## config.mk

```make
export PLATFORM = sky130hd
export DESIGN_NAME = reg_writeback_queue
export DESIGN_NICKNAME = d
export VERILOG_FILES = /design/src/rtl/reg_writeback_queue.sv
export SDC_FILE = /design/constraint.sdc
export NUM_CORES = 1
export LEC_CHECK = 0
export ABC_AREA = 1
export CAP_MARGIN = 25
export CORE_MARGIN = 10
export CORE_UTILIZATION = 59
export DETAILED_ROUTE_END_ITERATION = 8
export PLACE_DENSITY = 0.92
export SKIP_CTS_REPAIR_TIMING = 1
export SLEW_MARGIN = 25
export SYNTH_ARGS = -nofsm -noshare
export SYNTH_HDL_FRONTEND = slang
export SYNTH_SLANG_ARGS = --single-unit
```

## constraint.sdc

```tcl
create_clock -name clk -period 5.7 [get_ports clk]
set_input_delay 0.855 -clock clk [delete_from_list [all_inputs] [get_ports clk]]
set_output_delay 0.855 -clock clk [all_outputs]
set_load 0.01 [all_outputs]
```

## src/rtl/reg_writeback_queue.sv

```systemverilog
// In-order writeback queue feeding the 16x16 register file from the ALU and memory-load paths.
// Exports a per-register pending mask for read-after-write hazard stalls in decode.
module reg_writeback_queue #(
  parameter int DATA_W = 16,
  parameter int ADDR_W = 4,
  parameter int DEPTH  = 4
) (
  input  logic                         clk,
  input  logic                         rst,
  input  logic                         mem_valid,
  input  logic [ADDR_W-1:0]            mem_rd,
  input  logic [DATA_W-1:0]            mem_data,
  output logic                         mem_ready,
  input  logic                         alu_valid,
  input  logic [ADDR_W-1:0]            alu_rd,
  input  logic [DATA_W-1:0]            alu_data,
  output logic                         alu_ready,
  input  logic                         wb_hold,
  output logic                         wb_en,
  output logic [ADDR_W-1:0]            wb_addr,
  output logic [DATA_W-1:0]            wb_data,
  output logic [15:0]                  pending,
  output logic [$clog2(DEPTH):0]       count,
  output logic                         full,
  output logic                         empty
);

  localparam int PTR_W = $clog2(DEPTH);
  localparam int CNT_W = PTR_W + 1;

  logic [ADDR_W-1:0] addr_q [DEPTH];
  logic [ADDR_W-1:0] addr_d [DEPTH];
  logic [DATA_W-1:0] data_q [DEPTH];
  logic [DATA_W-1:0] data_d [DEPTH];
  logic [PTR_W-1:0]  wr_ptr_q, wr_ptr_d;
  logic [PTR_W-1:0]  rd_ptr_q, rd_ptr_d;
  logic [CNT_W-1:0]  count_q, count_d;
  logic              wb_en_q, wb_en_d;
  logic [ADDR_W-1:0] wb_addr_q, wb_addr_d;
  logic [DATA_W-1:0] wb_data_q, wb_data_d;

  logic [CNT_W-1:0]  free_s;
  logic              mem_ready_s, alu_ready_s;
  logic              enq_mem_s, enq_alu_s, pop_s;
  logic [PTR_W-1:0]  alu_ptr_s;
  logic [DEPTH-1:0]  entry_valid_s;
  logic [15:0]       pending_s;

  // Admission control from registered occupancy; a same-edge pop is deliberately not credited.
  always_comb begin
    free_s      = CNT_W'(DEPTH) - count_q;
    mem_ready_s = (free_s >= CNT_W'(1));
    alu_ready_s = (free_s >= CNT_W'(2)) || ((free_s >= CNT_W'(1)) && !mem_valid);
    enq_mem_s   = mem_valid && mem_ready_s;
    enq_alu_s   = alu_valid && alu_ready_s;
    pop_s       = (count_q != {CNT_W{1'b0}}) && !wb_hold;
  end

  // Next-state for storage, pointers, occupancy and the registered write port.
  always_comb begin
    for (int i = 0; i < DEPTH; i++) begin
      addr_d[i] = addr_q[i];
      data_d[i] = data_q[i];
    end
    // The mem entry is older than the alu entry accepted on the same edge.
    alu_ptr_s = wr_ptr_q + {{(PTR_W-1){1'b0}}, enq_mem_s};
    if (enq_mem_s) begin
      addr_d[wr_ptr_q] = mem_rd;
      data_d[wr_ptr_q] = mem_data;
    end else begin
      addr_d[wr_ptr_q] = addr_q[wr_ptr_q];
      data_d[wr_ptr_q] = data_q[wr_ptr_q];
    end
    if (enq_alu_s) begin
      addr_d[alu_ptr_s] = alu_rd;
      data_d[alu_ptr_s] = alu_data;
    end else begin
      addr_d[alu_ptr_s] = addr_d[alu_ptr_s];
      data_d[alu_ptr_s] = data_d[alu_ptr_s];
    end
    wr_ptr_d = wr_ptr_q + {{(PTR_W-1){1'b0}}, enq_mem_s} + {{(PTR_W-1){1'b0}}, enq_alu_s};
    rd_ptr_d = rd_ptr_q + {{(PTR_W-1){1'b0}}, pop_s};
    count_d  = count_q + {{(CNT_W-1){1'b0}}, enq_mem_s} + {{(CNT_W-1){1'b0}}, enq_alu_s}
             - {{(CNT_W-1){1'b0}}, pop_s};
    wb_en_d  = pop_s;
    if (pop_s) begin
      wb_addr_d = addr_q[rd_ptr_q];
      wb_data_d = data_q[rd_ptr_q];
    end else begin
      wb_addr_d = wb_addr_q;
      wb_data_d = wb_data_q;
    end
  end

  // State register with synchronous reset that discards all queued entries.
  always_ff @(posedge clk) begin
    if (rst) begin
      for (int i = 0; i < DEPTH; i++) begin
        addr_q[i] <= {ADDR_W{1'b0}};
        data_q[i] <= {DATA_W{1'b0}};
      end
      wr_ptr_q  <= {PTR_W{1'b0}};
      rd_ptr_q  <= {PTR_W{1'b0}};
      count_q   <= {CNT_W{1'b0}};
      wb_en_q   <= 1'b0;
      wb_addr_q <= {ADDR_W{1'b0}};
      wb_data_q <= {DATA_W{1'b0}};
    end else begin
      for (int i = 0; i < DEPTH; i++) begin
        addr_q[i] <= addr_d[i];
        data_q[i] <= data_d[i];
      end
      wr_ptr_q  <= wr_ptr_d;
      rd_ptr_q  <= rd_ptr_d;
      count_q   <= count_d;
      wb_en_q   <= wb_en_d;
      wb_addr_q <= wb_addr_d;
      wb_data_q <= wb_data_d;
    end
  end

  // An entry is live when its distance from the read pointer is below the occupancy.
  always_comb begin
    for (int i = 0; i < DEPTH; i++) begin
      entry_valid_s[i] = ({1'b0, PTR_W'(i) - rd_ptr_q} < count_q);
    end
  end

  // Hazard mask covers live entries plus the write currently on the port.
  always_comb begin
    pending_s = 16'h0000;
    for (int i = 0; i < DEPTH; i++) begin
      pending_s[addr_q[i]] = pending_s[addr_q[i]] | entry_valid_s[i];
    end
    pending_s[wb_addr_q] = pending_s[wb_addr_q] | wb_en_q;
  end

  assign mem_ready = mem_ready_s;
  assign alu_ready = alu_ready_s;
  assign wb_en     = wb_en_q;
  assign wb_addr   = wb_addr_q;
  assign wb_data   = wb_data_q;
  assign pending   = pending_s;
  assign count     = count_q;
  assign full      = (count_q == CNT_W'(DEPTH));
  assign empty     = (count_q == {CNT_W{1'b0}});

endmodule

```

==> metrics, run 1 <==
post-synthesis xor/xnor area fraction=0.292%; TritonCTS buffer count=9; # rows=45; Switching Fraction=53.2%; metal2 WL=between 10000 and 15000 um; post-synth cell types=43; CTS Buffer Depth=2; Via density=6.44; CP startpoint kind=flip-flop; syn_nets=~1600; violated checks=negative setup slack; endpoints failing setup=16; CTS tree=built; Internal=3.24 mW; initial antenna violation count=0; drt pass-1 iters=7; largest net degree at the start of global routing=90; die width=143 um; htree depth=3; RSZ-0062 raised after global routing=yes; Synth Register Bits=108; Cell Count Post-Placement=1753; wirelength, routed=32900 um; CP arrival=between 5 and 6 ns; mapped cell area=~0.009 sq mm; met3 wire length=4290 um; outcome=complete, but fails checks; combinational family with the most area after synthesis=simple AND/OR/NAND/NOR gates; simple-gate area share of the yosys netlist=between 30 and 40%; WHS=around 0.56 ns; via count=roughly 12000; DIE AREA=0.0206 sq mm; worst hold path class=flip-flop to flip-flop; headroom to the max-slew limit=25.0%; leakage=just over 4 nW; drt drc=0; final setup margin=-0.386 ns; ANT cells=0; area grow syn2layout=21.9%; Cells after Synth=1528; Crit Path Class=flip-flop to output pin; Filler Cells Inserted=1197; fin nets=1656; final setup skew=0.00886 ns; maximum vdd drop=0.376 mV; non-filler cells, final=1788; uppermost routed layer=met4; CP endpoint kind=output pin; final core occ=72.8%; num ports=89; Die Ht=between 100 and 150 um; vias in the first global route=10211; post-synthesis compound-gate area fraction=a little over a quarter; Slew Limit Fails=0; endpoints failing hold=0; max_cap viols=0; Post-Route M1 WL=approximately 12000 um; GRT Overall Usage=29.4%; Core Region=0.0150 sq mm; Critical Path RT=4.85 ns; part of the power in combinational logic=71.9%; crit-path max FO=8; Yosys warnings=0; Post-Syn Area per Cell=5.88 sq um; Slowest cell on crit path=dfxtp_4; Max Clk Rate=between 150 and 200 MHz; Worst Max-Slew Pin Slew=1.12 ns; Detail Route Antenna Nets=0; Tcrit/Tclk final=107%; layout cells sized above 1=12.2%; adder-cell share of the synthesized area=2.26%; Starting DRT DRC Count=about 1700; Worst-path clk slew=roughly 0.08 ns; RD Place Congestion=1.06; Clock Sink Count=108; Min Clock Period, post-route=6.09 ns; overflow left after global routing=0; Starting Density=59.8%; clock latency on the worst-skew pair=0.36 ns; WL per Instance=18.4 um; CP peak stage delay=between 0.3 and 0.4 ns; port buffer count=88; Power per Cell Area=632 mW/mm^2; Seq pwr share=between 15 and 20%; dpl hpwl=21100 um; post-synthesis sequential area ratio=between 20% and 30%; multiplexer share of the synthesized area=2.12%; root buf cell=clkbuf_16; Clk pwr share=~10%; first-pass GRT wire length=50100 um; NetSw=between 3 and 4 mW; Design Power=just under 7 mW
[synth_stat cells, drive strengths merged]
| cell type | number | share of area [%] |
|---|---|---|
| o211ai | 6 | 0.50 |
| nor2 | 145 | 6.3 |
| nor3 | 2 | 0.11 |
| dfxtp | 108 | 24 |
| a31oi | 24 | 1.7 |
| a221oi | 21 | 2.0 |
| xor2 | 2 | 0.20 |
| nand4 | 24 | 1.7 |
| clkinv | 2 | 0.084 |
| xnor2 | 1 | 0.098 |
| o221ai | 19 | 1.9 |
| nand3 | 106 | 6.2 |
| fa | 2 | 0.45 |
| o2111ai | 1 | 0.098 |
| nand3b | 16 | 1.3 |
| a22oi | 19 | 1.6 |
| buf | 15 | 1.1 |
| a21oi | 82 | 4.6 |
| inv | 120 | 5.0 |
| mux2i | 19 | 2.1 |
| o21a | 1 | 0.084 |
| o21ai | 214 | 12 |
| clkbuf | 76 | 3.2 |
| o22ai | 22 | 1.5 |
| or2 | 4 | 0.28 |
| nand2 | 453 | 19 |
| o21bai | 2 | 0.21 |
| ha | 13 | 1.8 |
| and2 | 9 | 0.63 |
[placed cells by master (no fill, tap or decap), types with 11 or more instances in the layout]
master             n
nand2_1          422
o21ai_0          204
nor2_1           130
inv_1            109
dfxtp_1          106
a21oi_1           82
nand3_1           72
clkdlybuf4s50_1   71
buf_4             41
nand3_2           29
nand2_2           26
nand4_1           24
a31oi_1           24
o22ai_1           22
a221oi_1          21
a22oi_1           19
o221ai_1          19
mux2i_1           19
buf_6             17
nand3b_1          16
ha_1              12
clkbuf_16         11
[critical path: cells and delay by family, from the launching register on]
kind	cells	cell delay (ns)
compound gates	2	0.27
fa+ha+maj	1	0.26
buf+inv	10	1.02
flops	1	0.36
simple gates	30	2.94
[metrics by stage]
stage / cell area [sq um] / setup WS (ns) / TNS [ns]
global route: 11000 / -0.695 / -9.47
floorplan: 8980 / 0.462 / 0
detailed placement: 10100 / -0.0832 / -0.807
global placement: 10000 / 0.0609 / 0
CTS: 10400 / -0.491 / -7.33
finish: 11000 / -0.386 / -4.35
[worst paths after layout]
path	start	cells past startpoint	endpoint	slack [ns]
min reg2reg	wb_data[8]	2	wb_data[8]	0.56
max reg2reg	count[0]	16	addr_q[1][1]	1.23
max	rd_ptr_q[1]	43	pending[9]	-0.39
min	wb_data[8]	2	wb_data[8]	0.56
[power by group through the flow]
stage	logic [mW]	clock network [mW]	registers, mW
6_report	4.98	0.696	1.25
5_1_grt	5.37	0.721	1.27
4_1_cts	4.06	0.692	1.23
3_5_place_dp	4.03	0	1.24
3_3_place_gp	3.94	0	1.23
2_1_floorplan	2.80	0	1.20
[metal layers]
layer  up-vias  global-route usage, %
met4         0                   12.8
met5         -                      0
li1       5320                      -
met3       173                   6.40
met1      5073                   36.9
met2       955                   47.3
[sequential cells by signal, summed over array words and instances, names as in the netlist]
name      count
data_q       64
wb_addr       4
count         3
addr_q       16
wr_ptr_q      2
wb_en         1
rd_ptr_q      2
wb_data      16
[layout make-up]
type / instances / area (sq um) / area share [%]
Multi-Input combinational cell: 1208 / 6340 / 57.9
Sequential cell: 108 / 2170 / 19.8
Timing Repair Buffer: 147 / 1420 / 13.0
Inverter: 122 / 465 / 4.25
Tap cell: 188 / 235 / 2.15
Clock buffer: 9 / 225 / 2.06
Clock inverter: 6 / 95.1 / 0.868
[cell families after synthesis]
kind of cell | count (synthesis)
AOI/OAI and AO/OA | 411
xor gates and xnor gates | 3
adders and majority gates | 15
buffers and inverters | 213
DFF | 108
muxes | 19
and+or+nand+nor | 759
No activity file was read; power rests on OpenSTA's default activity.
==> run 2, diff against run 1 <==
--- a/config.mk
+++ b/config.mk
@@ -8,9 +8,10 @@
 export ABC_AREA = 1
 export CAP_MARGIN = 25
 export CORE_MARGIN = 10
-export CORE_UTILIZATION = 59
+export CORE_UTILIZATION = 60
 export DETAILED_ROUTE_END_ITERATION = 8
-export PLACE_DENSITY = 0.92
+export DONT_BUFFER_PORTS = 1
+export PLACE_DENSITY = 0.86
 export SKIP_CTS_REPAIR_TIMING = 1
 export SLEW_MARGIN = 25
 export SYNTH_ARGS = -nofsm -noshare
==> run 2 against run 1 <==
The flow still finishes with violations (negative setup slack). Maximum frequency is 0.75% lower. Combinational power is 6.2% lower. Cell count is 5.9% lower. Largest cell class unchanged. Largest power group unchanged. Highest routed layer is now met5.
==> metrics, run 2 (same netlist as run 1, synthesis figures left out) <==
commonest non-fill, non-tap cells in the layout=nand2_1 (407), o21ai_0 (204), nor2_1 (130); crit-path max FO=8 (unchanged); overflow left after global routing=0 (unchanged); commonest non-fill, non-tap cell in the layout=nand2_1; headroom to the max-slew limit=29.4% (+4.4 points); CTS tree=built; TritonCTS buffer count=9 (unchanged); first-pass GRT wire length=48100 um (-4.0%); Starting Density=61.6% (+1.8 points); largest net degree at the start of global routing=90 (unchanged); Crit Path Class=flip-flop to output pin; CP endpoint kind=output pin; Min Clock Period, post-route=6.13 ns (+0.0460 ns); via count=11057 (-4.0%); area grow syn2layout=13.2%; NetSw=3.73 mW (+1.3%); max_cap viols=0 (unchanged); Clk pwr share=9.5% (-0.6 points); CTS Buffer Depth=2 (unchanged); Design Power=6.59 mW (-4.9%); Crit Reg-Reg Endpoint=data_q[0][7]; clock latency on the worst-skew pair=0.36 ns (about the same); Critical Path RT=4.85 ns (about the same); final setup skew=0.0105 ns (+0.00165 ns); initial antenna violation count=3 (+3); worst reg2reg path depth=18 (+2); outcome=complete, but fails checks; port buffer count=0 (-100%); dpl hpwl=20200 um (-4.1%); CP startpoint kind=flip-flop; Die Ht=142 um (-0.72%); Power per Cell Area=647 mW/mm^2 (+2.4%); max FFs per register=64 (unchanged); DIE AREA=0.0203 sq mm (-1.4%); Slowest cell on crit path=dfxtp_4; setup tns final=-6.13 ns (-1.78 ns); htree depth=3 (unchanged); layout cells sized above 1=13.0% (+0.84 points); final core occ=69.7% (-3.1 points); crit path to=pending[11]; WL per Instance=19.3 um (+4.9%); Via density=6.57 (+2.0%); endpoints failing hold=0 (unchanged); fin nets=1552 (-6.3%); final setup margin=-0.432 ns (-0.0460 ns); die width=142 um (-0.72%); CP arrival=5.28 ns (+0.05 ns); Max Clk Rate=163 MHz (-0.75%); wirelength, routed=32500 um (-1.4%); endpoints failing setup=16 (unchanged); Reg with most FFs=data_q; drt drc=0 (unchanged); Switching Fraction=56.6% (+3.5 points); Internal=2.86 mW (-12%); GRT Overall Usage=28.3% (-1.0 points); worst hold path class=input pin to flip-flop; maximum vdd drop=0.350 mV (-6.9%); leakage=3.61 nW (-12%); Setup crit start=rd_ptr_q[1]; RSZ-0062 raised after global routing=yes; Clock Sink Count=108 (unchanged); vias in the first global route=9474 (-7.2%); violated checks=negative setup slack; Seq pwr share=19.6% (+1.6 points); Detail Route Antenna Nets=0 (unchanged); # rows=44 (-2.2%); Worst Max-Slew Pin Slew=1.06 ns (-0.0660 ns); FF-to-FF Start=count[0]; Core Region=0.0146 sq mm (-3.0%); reg2reg setup slack=1.57 ns (+0.34 ns); num ports=89 (unchanged); Starting DRT DRC Count=1677 (+0.24%); CP peak stage delay=0.37 ns (about the same); drt pass-1 iters=6 (-1); root buf cell=clkbuf_16; Worst-path clk slew=0.08 ns (about the same); RD Place Congestion=1.02 (-3.7%); Slew Limit Fails=0 (unchanged); part of the power in combinational logic=70.9% (-1.0 points); Tcrit/Tclk final=108% (+0.81 points)
run 2: final cells by class:
type / instances / area [sq um]
multi-input combinational: 1208 / 6580
tap: 184 / 230
inverter: 122 / 470
clock buffer: 10 / 239
antenna: 1 / 2.50
timing repair buffer: 43 / 434
fill: 1229 / 4420
sequential: 108 / 2170
clock inverter: 6 / 51.3
run 2: power groups by stage:
stage	clock (mW)	combinational, mW	sequential [mW]
CTS	0.627	3.53	1.27
global placement	0	3.41	1.27
finish	0.625	4.67	1.29
global route	0.653	5.05	1.31
floorplan	0	2.80	1.20
detailed placement	0	3.51	1.29
run 2: layer usage:
metal | up-vias | GRT usage (%) | wire [um]
met5 | - | 0 | 25
met2 | 803 | 44.4 | 14700
met1 | 4963 | 36.6 | 11900
met3 | 172 | 6.64 | 4350
met4 | 4 | 11.7 | 1460
li1 | 5115 | - | -
run 2: how the worst min path moves through the flow:
| stage | from | end | slack [ns] | cells after the start |
|---|---|---|---|---|
| final | rst | addr_q[3][0] | 0.56 | 1 |
| after global routing | wb_hold | wb_en | 0.57 | 1 |
| after CTS | wb_hold | wb_en | 0.58 | 1 |
| after detailed placement | data_q[0][6] | wb_data[6] | 0.57 | 2 |
| after global placement | data_q[1][6] | wb_data[6] | 0.56 | 2 |
| after floorplan | data_q[1][0] | wb_data[0] | 0.53 | 2 |
run 2: worst max-delay path, delay by kind of cell, from the launching register on:
| kind | cells | cell delay, ns |
|---|---|---|
| buf+inv | 8 | 0.93 |
| simple gates | 30 | 3.11 |
| compound gates | 2 | 0.26 |
| flops | 1 | 0.37 |
| fa+ha+maj | 1 | 0.25 |
run 2: stage by stage:
stage	setup WS, ns	area (sq um)	instances	hold WS (ns)
after floorplan	0.462	8980	1528	0.532
after global placement	0.141	9000	1643	0.557
after detailed placement	0.00147	9030	1644	0.567
after CTS	-0.408	9330	1660	0.582
after global routing	-0.609	10200	1682	0.574
final	-0.432	10200	1682	0.562
==> edit, RTL diff (flow settings as in run 1) <==
Register the output `count` once more, without a reset; this adds one clock of latency there. The other outputs are not delayed to match.
--- a/src/rtl/reg_writeback_queue.sv
+++ b/src/rtl/reg_writeback_queue.sv
@@ -143,3 +143,5 @@
   assign pending   = pending_s;
-  assign count     = count_q;
+  always_ff @(posedge clk) begin
+    count <= count_q;
+  end
   assign full      = (count_q == CNT_W'(DEPTH));
Check against the original RTL: not equivalent (a bounded check fails within 4 cycles, from zero or initial values and one cycle with rst high).
==> edit against run 1 <==
  * The flow still finishes with violations (negative setup slack)
  * Total power rose by 1.1%
  * Wire length fell by 0.17%
  * Synthesized area rose by 0.15%
  * Die area rose by 0.13%
  * Final area rose by 1.9%
  * Sequential cell count rose by 3
  * Worst setup slack got worse by 150 ps
  * Critical path type unchanged
  * Critical endpoint is now pending[12]
==> edit: results <==
detailed_routing:
  drtIter0Drc: 1457
placed_design:
  dpl_cell_area_mm2: 0.0101
  dp_hpwl_mm: 20.5
finish:
  multi_input_area_share_pct: 56.8
  nets: 1669
  nFillCells: 1171
  multi_input_area_mm2: 0.00634
  clk_share_pct: 3.06
global_route:
  grt_pass1_vias: 10100
  grt_max_degree: 89
  globalRouteTotalUtil_pct: 28.8
  grt_pass1_wl_mm: 48.9
power:
  vdd.ir_drop.worst_mv: 0.502
  powerClk_mw: 0.726
sta:
  hold_ws_ps: 488
  worstMarginPinSlew_ps: 1010
  setup-violations-final: 16
  worst_slack_ps: -532
  fin_skew_ps: 12.4
run_status:
  outcome: "complete, but fails checks"
  failed_checks: "negative setup slack"
logic_synthesis:
  yosysUniqueCellTypes: 40
  seq_area_frac_synth_pct: 24.7
worst_hold_path:
  worstHoldStart: "count_q[1]$_SDFF_PP0_"
  worst_hold_path.endpoint: "count[1]$_DFF_P_"
setup_path:
  crit-reg2reg-launch: "count_q[0]$_SDFF_PP0_"
-- edit: routing by layer --
metal / part of all wire, % / GRT usage [%] / vias to the layer above / routed length, µm
met5: 0 / 0 / - / 0
met4: 6.2 / 16.3 / 0 / 2040
met3: 11 / 5.48 / 212 / 3690
met2: 47 / 47.2 / 851 / 15400
met1: 36 / 34.5 / 5186 / 11700
li1: - / - / 5331 / -
-- edit: kinds of logic (layout without fill, tap and decap cells) --
group,Yosys count,in the layout,share of synthesized area [%]
AND/OR/NAND/NOR,750,751,34.7
AO/OA/AOI/OAI,420,420,26.5
buffers and inverters,217,296,9.54
flip-flops,111,111,24.7
multiplexers,18,18,2.00
adder cells (fa/ha/maj),15,15,2.25
XOR/XNOR,3,3,0.292
-- edit: metrics by stage --
stage | instances | util [%]
floorplan | 1534 | -
global placement | 1758 | 66.8
detailed placement | 1758 | 66.8
CTS | 1774 | 69.0
global route | 1802 | 74.0
finish | 1802 | 74.0
